## src/rtl/rv32i_pkg.sv

```systemverilog
// Shared RV32I decode constants, ALU op codes and the decoded control bundle
// handed from the decode stage to execute.
package rv32i_pkg;

    localparam int REG_WIDTH = 32;

    typedef enum logic [5:0] {
        OP_ALU_ADD  = 6'd0,
        OP_ALU_SUB  = 6'd1,
        OP_ALU_SLL  = 6'd2,
        OP_ALU_SLT  = 6'd3,
        OP_ALU_SLTU = 6'd4,
        OP_ALU_XOR  = 6'd5,
        OP_ALU_SRL  = 6'd6,
        OP_ALU_SRA  = 6'd7,
        OP_ALU_OR   = 6'd8,
        OP_ALU_AND  = 6'd9
    } alu_op_e;

    localparam logic [6:0] OPC_OP     = 7'b0110011;
    localparam logic [6:0] OPC_OP_IMM = 7'b0010011;
    localparam logic [6:0] OPC_LUI    = 7'b0110111;
    localparam logic [6:0] OPC_AUIPC  = 7'b0010111;

    localparam logic [2:0] F3_ADD_SUB = 3'b000;
    localparam logic [2:0] F3_SLL     = 3'b001;
    localparam logic [2:0] F3_SLT     = 3'b010;
    localparam logic [2:0] F3_SLTU    = 3'b011;
    localparam logic [2:0] F3_XOR     = 3'b100;
    localparam logic [2:0] F3_SRL_SRA = 3'b101;
    localparam logic [2:0] F3_OR      = 3'b110;
    localparam logic [2:0] F3_AND     = 3'b111;

    localparam logic [6:0] F7_BASE = 7'b0000000;
    localparam logic [6:0] F7_ALT  = 7'b0100000;

    typedef struct packed {
        alu_op_e                op;
        logic [4:0]             rs1;
        logic [4:0]             rs2;
        logic [4:0]             rd;
        logic                   rd_we;
        logic                   a_sel_pc;
        logic                   b_sel_imm;
        logic [REG_WIDTH-1:0]   imm;
        logic [REG_WIDTH-1:0]   pc;
        logic                   illegal;
    } alu_ctrl_t;

    // alt selects SUB over ADD and SRA over SRL; it is ignored for other funct3 values.
    function automatic alu_op_e f3_to_op(input logic [2:0] f3, input logic alt);
        alu_op_e op;
        case (f3)
            F3_ADD_SUB: op = alt ? OP_ALU_SUB : OP_ALU_ADD;
            F3_SLL:     op = OP_ALU_SLL;
            F3_SLT:     op = OP_ALU_SLT;
            F3_SLTU:    op = OP_ALU_SLTU;
            F3_XOR:     op = OP_ALU_XOR;
            F3_SRL_SRA: op = alt ? OP_ALU_SRA : OP_ALU_SRL;
            F3_OR:      op = OP_ALU_OR;
            default:    op = OP_ALU_AND;
        endcase
        return op;
    endfunction

endpackage

```

## src/rtl/alu_imm_gen.sv

```systemverilog
// Immediate extraction for ALU-class instructions: I-type, U-type and the
// zero-extended shift amount used by SLLI/SRLI/SRAI.
module alu_imm_gen
    import rv32i_pkg::*;
(
    input  logic [31:0]          instr,
    output logic [REG_WIDTH-1:0] imm_i,
    output logic [REG_WIDTH-1:0] imm_u,
    output logic [REG_WIDTH-1:0] imm_shamt
);

    assign imm_i     = REG_WIDTH'($signed(instr[31:20]));
    assign imm_u     = REG_WIDTH'($signed({instr[31:12], 12'b0}));
    assign imm_shamt = REG_WIDTH'(instr[24:20]);

endmodule

```

## src/rtl/alu_decode_stage.sv

```systemverilog
// RV32I decode for ALU-class opcodes (OP, OP-IMM, LUI, AUIPC) feeding a single
// registered valid/ready slot in front of execute.
module alu_decode_stage
    import rv32i_pkg::*;
#(
    parameter bit CHECK_FUNCT7 = 1'b1
)
(
    input  logic                 clk_i,
    input  logic                 rst_ni,
    input  logic                 flush_i,
    input  logic                 in_valid_i,
    output logic                 in_ready_o,
    input  logic [31:0]          instr_i,
    input  logic [REG_WIDTH-1:0] pc_i,
    output logic                 out_valid_o,
    input  logic                 out_ready_i,
    output logic [5:0]           op_o,
    output logic [4:0]           rs1_o,
    output logic [4:0]           rs2_o,
    output logic [4:0]           rd_o,
    output logic                 rd_we_o,
    output logic                 a_sel_pc_o,
    output logic                 b_sel_imm_o,
    output logic [REG_WIDTH-1:0] imm_o,
    output logic [REG_WIDTH-1:0] pc_o,
    output logic                 illegal_o
);

    logic [REG_WIDTH-1:0] imm_i;
    logic [REG_WIDTH-1:0] imm_u;
    logic [REG_WIDTH-1:0] imm_shamt;
    logic [6:0]           opcode;
    logic [2:0]           f3;
    logic [6:0]           f7;
    logic                 legal;
    logic                 load;
    alu_ctrl_t            ctrl_p0;
    alu_ctrl_t            ctrl_p1;
    logic                 vld_p1;

    alu_imm_gen u_imm_gen (
        .instr     (instr_i),
        .imm_i     (imm_i),
        .imm_u     (imm_u),
        .imm_shamt (imm_shamt)
    );

    assign opcode = instr_i[6:0];
    assign f3     = instr_i[14:12];
    assign f7     = instr_i[31:25];

    // Stage p0: combinational decode of the incoming instruction
    always_comb begin
        legal             = 1'b0;
        ctrl_p0           = '0;
        ctrl_p0.op        = OP_ALU_ADD;
        ctrl_p0.rs1       = instr_i[19:15];
        ctrl_p0.rs2       = instr_i[24:20];
        ctrl_p0.rd        = instr_i[11:7];
        ctrl_p0.pc        = pc_i;

        case (opcode)
            OPC_OP: begin
                if (f7 == F7_BASE) begin
                    legal = 1'b1;
                end else if (f7 == F7_ALT && (f3 == F3_ADD_SUB || f3 == F3_SRL_SRA)) begin
                    legal = 1'b1;
                end else begin
                    legal = !CHECK_FUNCT7;
                end
                ctrl_p0.op = f3_to_op(f3, instr_i[30]);
            end
            OPC_OP_IMM: begin
                legal             = 1'b1;
                ctrl_p0.b_sel_imm = 1'b1;
                ctrl_p0.imm       = imm_i;
                // Only shifts take instr[30] as an opcode bit; elsewhere it is immediate.
                ctrl_p0.op        = f3_to_op(f3, (f3 == F3_SRL_SRA) && instr_i[30]);
                if (f3 == F3_SLL) begin
                    ctrl_p0.imm = imm_shamt;
                    if (CHECK_FUNCT7 && f7 != F7_BASE) legal = 1'b0;
                end else if (f3 == F3_SRL_SRA) begin
                    ctrl_p0.imm = imm_shamt;
                    if (CHECK_FUNCT7 && f7 != (instr_i[30] ? F7_ALT : F7_BASE)) legal = 1'b0;
                end
            end
            OPC_LUI: begin
                legal             = 1'b1;
                ctrl_p0.rs1       = 5'd0;
                ctrl_p0.b_sel_imm = 1'b1;
                ctrl_p0.imm       = imm_u;
            end
            OPC_AUIPC: begin
                legal             = 1'b1;
                ctrl_p0.a_sel_pc  = 1'b1;
                ctrl_p0.b_sel_imm = 1'b1;
                ctrl_p0.imm       = imm_u;
            end
            default: legal = 1'b0;
        endcase

        if (!legal) begin
            ctrl_p0.op        = OP_ALU_ADD;
            ctrl_p0.a_sel_pc  = 1'b0;
            ctrl_p0.b_sel_imm = 1'b0;
            ctrl_p0.imm       = '0;
        end
        ctrl_p0.illegal = !legal;
        ctrl_p0.rd_we   = legal && (ctrl_p0.rd != 5'd0);
    end

    assign in_ready_o = !vld_p1 || out_ready_i;
    assign load       = in_valid_i && in_ready_o && !flush_i;

    // Stage p1: output slot; flush takes priority over a load in the same cycle
    always_ff @(posedge clk_i or negedge rst_ni) begin
        if (!rst_ni) begin
            vld_p1  <= 1'b0;
            ctrl_p1 <= '0;
        end else if (flush_i) begin
            vld_p1  <= 1'b0;
        end else if (load) begin
            vld_p1  <= 1'b1;
            ctrl_p1 <= ctrl_p0;
        end else if (out_ready_i) begin
            vld_p1  <= 1'b0;
        end
    end

    assign out_valid_o = vld_p1;
    assign op_o        = ctrl_p1.op;
    assign rs1_o       = ctrl_p1.rs1;
    assign rs2_o       = ctrl_p1.rs2;
    assign rd_o        = ctrl_p1.rd;
    assign rd_we_o     = ctrl_p1.rd_we;
    assign a_sel_pc_o  = ctrl_p1.a_sel_pc;
    assign b_sel_imm_o = ctrl_p1.b_sel_imm;
    assign imm_o       = ctrl_p1.imm;
    assign pc_o        = ctrl_p1.pc;
    assign illegal_o   = ctrl_p1.illegal;

endmodule

```

## config.mk

```make
export PLATFORM = sky130hd
export DESIGN_NAME = alu_decode_stage
export DESIGN_NICKNAME = d
export VERILOG_FILES = /design/src/rtl/rv32i_pkg.sv /design/src/rtl/alu_imm_gen.sv /design/src/rtl/alu_decode_stage.sv
export SDC_FILE = /design/constraint.sdc
export NUM_CORES = 1
export LEC_CHECK = 0
export CAP_MARGIN = 20
export CORE_MARGIN = 2
export CORE_UTILIZATION = 35
export CTS_BUF_LIST = sky130_fd_sc_hd__clkbuf_8
export CTS_CLUSTER_DIAMETER = 40
export CTS_CLUSTER_SIZE = 14
export DETAILED_ROUTE_END_ITERATION = 10
export GPL_TIMING_DRIVEN = 1
export PLACE_DENSITY = 0.8
export SYNTH_ARGS = -nofsm -noshare
export SYNTH_HDL_FRONTEND = slang
export SYNTH_SLANG_ARGS = --single-unit
```

## constraint.sdc

```tcl
create_clock -name clk_i -period 1.8 [get_ports clk_i]
set_clock_uncertainty 0.2 [all_clocks]
set_input_delay 0.36 -clock clk_i [delete_from_list [all_inputs] [get_ports clk_i]]
set_output_delay 0.36 -clock clk_i [all_outputs]
set_load 0.005 [all_outputs]
```

### After elaboration in Yosys (flattened, before gate mapping)

Cells that the tools add are included.

* bits in registers: 90
* logic and storage cells: 66

* equal/unequal tests: 12
* multiplexer cells: 25
* bitwise gates (word level): 1
* reduce and logical (&&, ||, !) cells: 17

Operators by type and width (number)
* one-hot mux 33 bit (2 select lines): 1
* two-way mux 32 bit: 2
* one-hot mux 4 bit (7 select lines): 2
* two-way mux 34 bit: 1
* == test 7 x 6 -> 1 bit, second input constant: 3
* == test 7 x 5 -> 1 bit, second input constant: 2
* two-way mux 1 bit: 14
* two-way mux 6 bit: 2
* one-hot mux 6 bit (2 select lines): 1
* == test 3 bit, second input constant: 3
* zero test 7 bit: 1
* != test 7 x 6 -> 1 bit: 1
* nonzero test 7 bit: 1
* == test 3 x 2 -> 1 bit, second input constant: 2
* logical AND 1 bit: 5
* two-way mux 5 bit: 1
* nonzero test 5 bit: 1
* == test 3 x 1 -> 1 bit, second input constant: 1
* zero test 1 bit: 3
* zero test 3 bit: 1
* one-hot mux 1 bit (3 select lines): 1
* nonzero test 3 bit: 1
* logical OR 1 bit: 2
* AND reduction 2 bit: 1
* other kinds (2): 2

### Longest topological paths before layout

* word-level depth: 7
* mapped depth: 7
* mapped depth without buffers: 5

### Cells and area by module

Synthesis repeated with hierarchy kept, for this count alone.

* cells, all modules: 578
* area, all modules: 5007.3 µm²

Modules (own cells, without submodules)
* alu_decode_stage: instances 1, cells each 481, area each 4282.9 µm², seq. area each 2202.1 µm²
* alu_imm_gen: instances 1, cells each 97, area each 724.4 µm², seq. area each 0.0 µm²

### Least setup slack after synthesis

No wires, ideal clock.

* kind: input to register
* start point: input instr_i[13]
* end point: register ctrl_p1, in the netlist imm_o[15]
* arrival time: 1267 ps
* required time: 1472 ps
* setup slack: 205 ps
* cell stages on the path: 7
* buffers on the path: 3
* path through: buf_6 -> nand2b_4 -> and4bb_1 -> buf_4 -> nand3_2 -> buf_6 -> o211ai_2

* longest elaborated chain between the ends: 7
* elaborated cells between the ends (all ways): 14
* classes of those cells: eq/ne: 2; mux: 9; reduce/logical: 3

Ends and longest elaborated chain
* start: declaration: RTL line alu_decode_stage.sv:14 `input logic [31:0] instr_i,`
* == test 3 bit / zero test 3 bit (equally long branches): RTL line alu_decode_stage.sv:67, alu_decode_stage.sv:83
* logical OR 1 bit: RTL line alu_decode_stage.sv:67 `end else if (f7 == F7_ALT && (f3 == F3_ADD_SUB || f3 == F3_SRL_SRA)) begin`
* logical AND 1 bit: RTL line alu_decode_stage.sv:67
* two-way mux 1 bit: RTL line alu_decode_stage.sv:67
* two-way mux 1 bit: RTL line alu_decode_stage.sv:65 `if (f7 == F7_BASE) begin`
* one-hot mux 1 bit (3 select lines): RTL line alu_decode_stage.sv:63 `case (opcode)`
* two-way mux 34 bit *: RTL line alu_decode_stage.sv:103 `if (!legal) begin`
* end signal: assignment: RTL line alu_decode_stage.sv:125 `ctrl_p1 <= ctrl_p0;`
* end: declaration: RTL line alu_decode_stage.sv:39 `alu_ctrl_t ctrl_p1;`

Mark *: on every way between the ends. The rest lies on a longest branch, timed or not.
A chain may end at the register's enable or synchronous reset.

### Final worst setup path

* start point: register ctrl_p1, in the netlist imm_o[3]
* end point: output imm_o[3]

RTL lines
* end: declaration: RTL line alu_decode_stage.sv:25 `output logic [REG_WIDTH-1:0] imm_o,`

No word-level cell between the ends.

==> impl_metrics.env <==
export IMPL_status="finished, final reports clean"
export IMPL_critPathTopFamily="buffers and inverters"
export IMPL_num_vias=3427
export IMPL_tightest_slew_ps=482
export IMPL_drv_slew=0
export IMPL_clock_power_share=0.308
export IMPL_finalSetupTns_ps=0
export IMPL_drv_cap=0
export IMPL_dieWidth_um=108
export IMPL_hp_class="reg2reg"
export IMPL_finalWorstSetupSlack_ps=34.6
export IMPL_endpoint_kind="primary output"
export IMPL_ant_nets=0
export IMPL_synth_compound_area_share=0.0831
export IMPL_synthCells=393
export IMPL_yosysUniqueCellTypes=38
export IMPL_min_period_over_period=0.981
export IMPL_first_iter_violations=219
export IMPL_cts_tree="built"
export IMPL_clk_pin_slew_ps=80
export IMPL_synthAdderAreaFrac=0
export IMPL_grt_max_degree=89
export IMPL_synth_largest_area_cell="dfrtp_1"
export IMPL_dieArea_um2=11700
export IMPL_ir_drop_v=0.000345
export IMPL_cp_max_fo=2
export IMPL_power_frac_comb=0.203
export IMPL_power_leakage_uw=0.00362
export IMPL_coreArea_um2=10700
export IMPL_synth_area_leaders="dfrtp_1, nand2_1, o211ai_2"
export IMPL_place_gp_congestion=0.861
export IMPL_numCtsBuffers=9
export IMPL_cts_root_buf="clkbuf_8"
export IMPL_avgSynthCellArea_um2=9.65
export IMPL_dpl_worst_slack_ps=-370
export IMPL_clock_sinks=88
export IMPL_avgRoutedWirePerCell_um=14.7
export IMPL_htreeDepth=3
export IMPL_grtUsageTotal=0.185
export IMPL_fillers=926
export IMPL_drc=0
export IMPL_synth_top_family_by_area="simple AND/OR/NAND/NOR gates"
export IMPL_synth_area_mux_share=0.00528
export IMPL_synth_seq_area_share=0.581
export IMPL_dp_hpwl_mm=7.79
export IMPL_critical_path_buf_inv_count=1
export IMPL_setup_violations=0
export IMPL_portBuffers=157
export IMPL_synth_top_area_frac=0.581
export IMPL_start_kind="flop"
export IMPL_drt_total_wl_mm=10.8
export IMPL_total_power_uw=4560
export IMPL_maxClockFrequency_mhz=566
export IMPL_final_common_cell="nand2_1"
export IMPL_crit_type="reg2out"
export IMPL_fin_nets=655
export IMPL_syn_area_um2=3790
export IMPL_antenna_cells=0
export IMPL_placed_area_um2=5710
export IMPL_switchingPower_uw=1130
export IMPL_synth_edf_count=0
export IMPL_drive_gt1_frac=0.171
export IMPL_p_sw_frac=0.248
export IMPL_slowest_delay_ps=500
export IMPL_synthArstFlopShare=1.00
export IMPL_crit_chain="clkdlybuf4s50_1"
export IMPL_synth_seq_cells=88
export IMPL_grt_pass1_vias=3482
export IMPL_mostFrequentLayoutCells="nand2_1, dfrtp_1, clkdlybuf4s50_1"
export IMPL_rows=38
export IMPL_internal_power_uw=3430
export IMPL_ys_warn_count=0
export IMPL_critical_path_required_ps=1240
export IMPL_clockBufferDepth=2
export IMPL_initial_core_util=0.355
export IMPL_critical_path_slowest_cell="clkdlybuf4s50_1"
export IMPL_first_pass_iters=4
export IMPL_design_area_um2=6130
export IMPL_cp_arrival_ps=1210
export IMPL_maxSlewHeadroom=0.674
export IMPL_synth_xor_area_frac=0
export IMPL_ioPinCount=160
export IMPL_grt_pass1_wl_mm=17.0
export IMPL_seq_power_share=0.489
export IMPL_synthFlopType="dfrtp_1"
export IMPL_synthSimpleGateAreaFrac=0.287
export IMPL_p_per_area_nw_per_um2=744
export IMPL_grt_ovfl_total=0
export IMPL_final_min_clock_period_ps=1770
export IMPL_vias_per_cell=4.69
export IMPL_hold_viol=0
export IMPL_whs_ps=273
export IMPL_antenna_found_initial=0
export IMPL_syn_to_final_growth_pct=61.5
export IMPL_die_height_um=108
export IMPL_clk_latency_ps=340
stage by stage:
step	instances	utilization
2_1_floorplan	394	-
3_3_place_gp	694	0.533
3_5_place_dp	694	0.533
4_1_cts	717	0.553
5_1_grt	730	0.573
6_report	730	0.573
cell families after synthesis:
family | after synthesis
flops | 88
simple gates | 237
other cells | 1
compound gates | 38
mux | 2
buf+inv | 27
layer usage:
metal | track usage | wire length (µm) | part of all wire | vias up
met4 | 0.0714 | 198 | 0.018 | 0
met2 | 0.326 | 5620 | 0.52 | 103
li1 | - | - | - | 1661
met1 | 0.224 | 4430 | 0.41 | 1648
met5 | 0 | 0 | 0 | -
met3 | 0.0325 | 500 | 0.047 | 15
worst reg2reg max path, stage by stage (launching register included):
cell and delay (ps):
dfrtp_1 390, nor2b_4 150, nor3b_4 250, buf_4 400
nand2_1 150, nand2_1 80
registers in the layout, indices dropped and copies added, names as in the netlist:
signal / count
rd_we_o: 1
out_valid_o: 1
rd_o: 5
pc_o: 32
op_o: 4
imm_o: 32
rs1_o: 5
a_sel_pc_o: 1
rs2_o: 5
b_sel_imm_o: 1
illegal_o: 1
synth_stat cells, types with 2 or more instances:
library cell    n
o21ai_1        16
a21oi_1         3
nand3_2        10
nor3_1          2
dfrtp_1        88
nand3_1        16
nand2b_1        2
nand2_1       186
buf_2          12
buf_4           6
nor4_2          2
o211ai_2       10
buf_6           3
nor2b_2         3
nor2_1          5
mux2i_1         2
clkbuf_1        5
nor3b_2         2
power groups by stage:
stage / clock network [µW] / registers [µW] / logic (µW)
final: 1400 / 2230 / 928
after global routing: 1550 / 2250 / 1020
after CTS: 1450 / 2230 / 914
after detailed placement: 0 / 2280 / 936
after global placement: 0 / 2270 / 915
after floorplan: 0 / 2280 / 247
final cells by class:
type | count | area, µm² | share of cell area
Sequential cell | 88 | 2200 | 0.359
Timing Repair Buffer | 207 | 2080 | 0.340
Multi-Input combinational cell | 279 | 1460 | 0.238
Tap cell | 140 | 175 | 0.0286
Clock buffer | 12 | 165 | 0.0270
Clock inverter | 3 | 40.0 | 0.00654
Inverter | 1 | 3.75 | 0.000613
timing repair:
item,CTS,global route
pin swaps,0,0
buffers inserted,7,13
resized for setup,49,42
hold endpoints to repair,88,0
setup endpoints to repair,52,52
gates cloned,0,0
hold buffers,1,0
final timing paths:
| check | startpoint | endpoint | slack, ps | cells past startpoint |
|---|---|---|---|---|
| worst max-delay path | imm_o[3] | imm_o[3] | 30 | 1 |
| worst min-delay path | rd_o[4] | rd_o[4] | 270 | 2 |
| worst max register to register | out_valid_o | rd_o[2] | 130 | 5 |
| worst min register to register | rd_o[4] | rd_o[4] | 270 | 2 |
| max in group asynchronous | rst_ni | rs2_o[0] | 630 | 3 |
| min in group asynchronous | rst_ni | pc_o[4] | 370 | 3 |
Power figures use the tool's default switching activity.
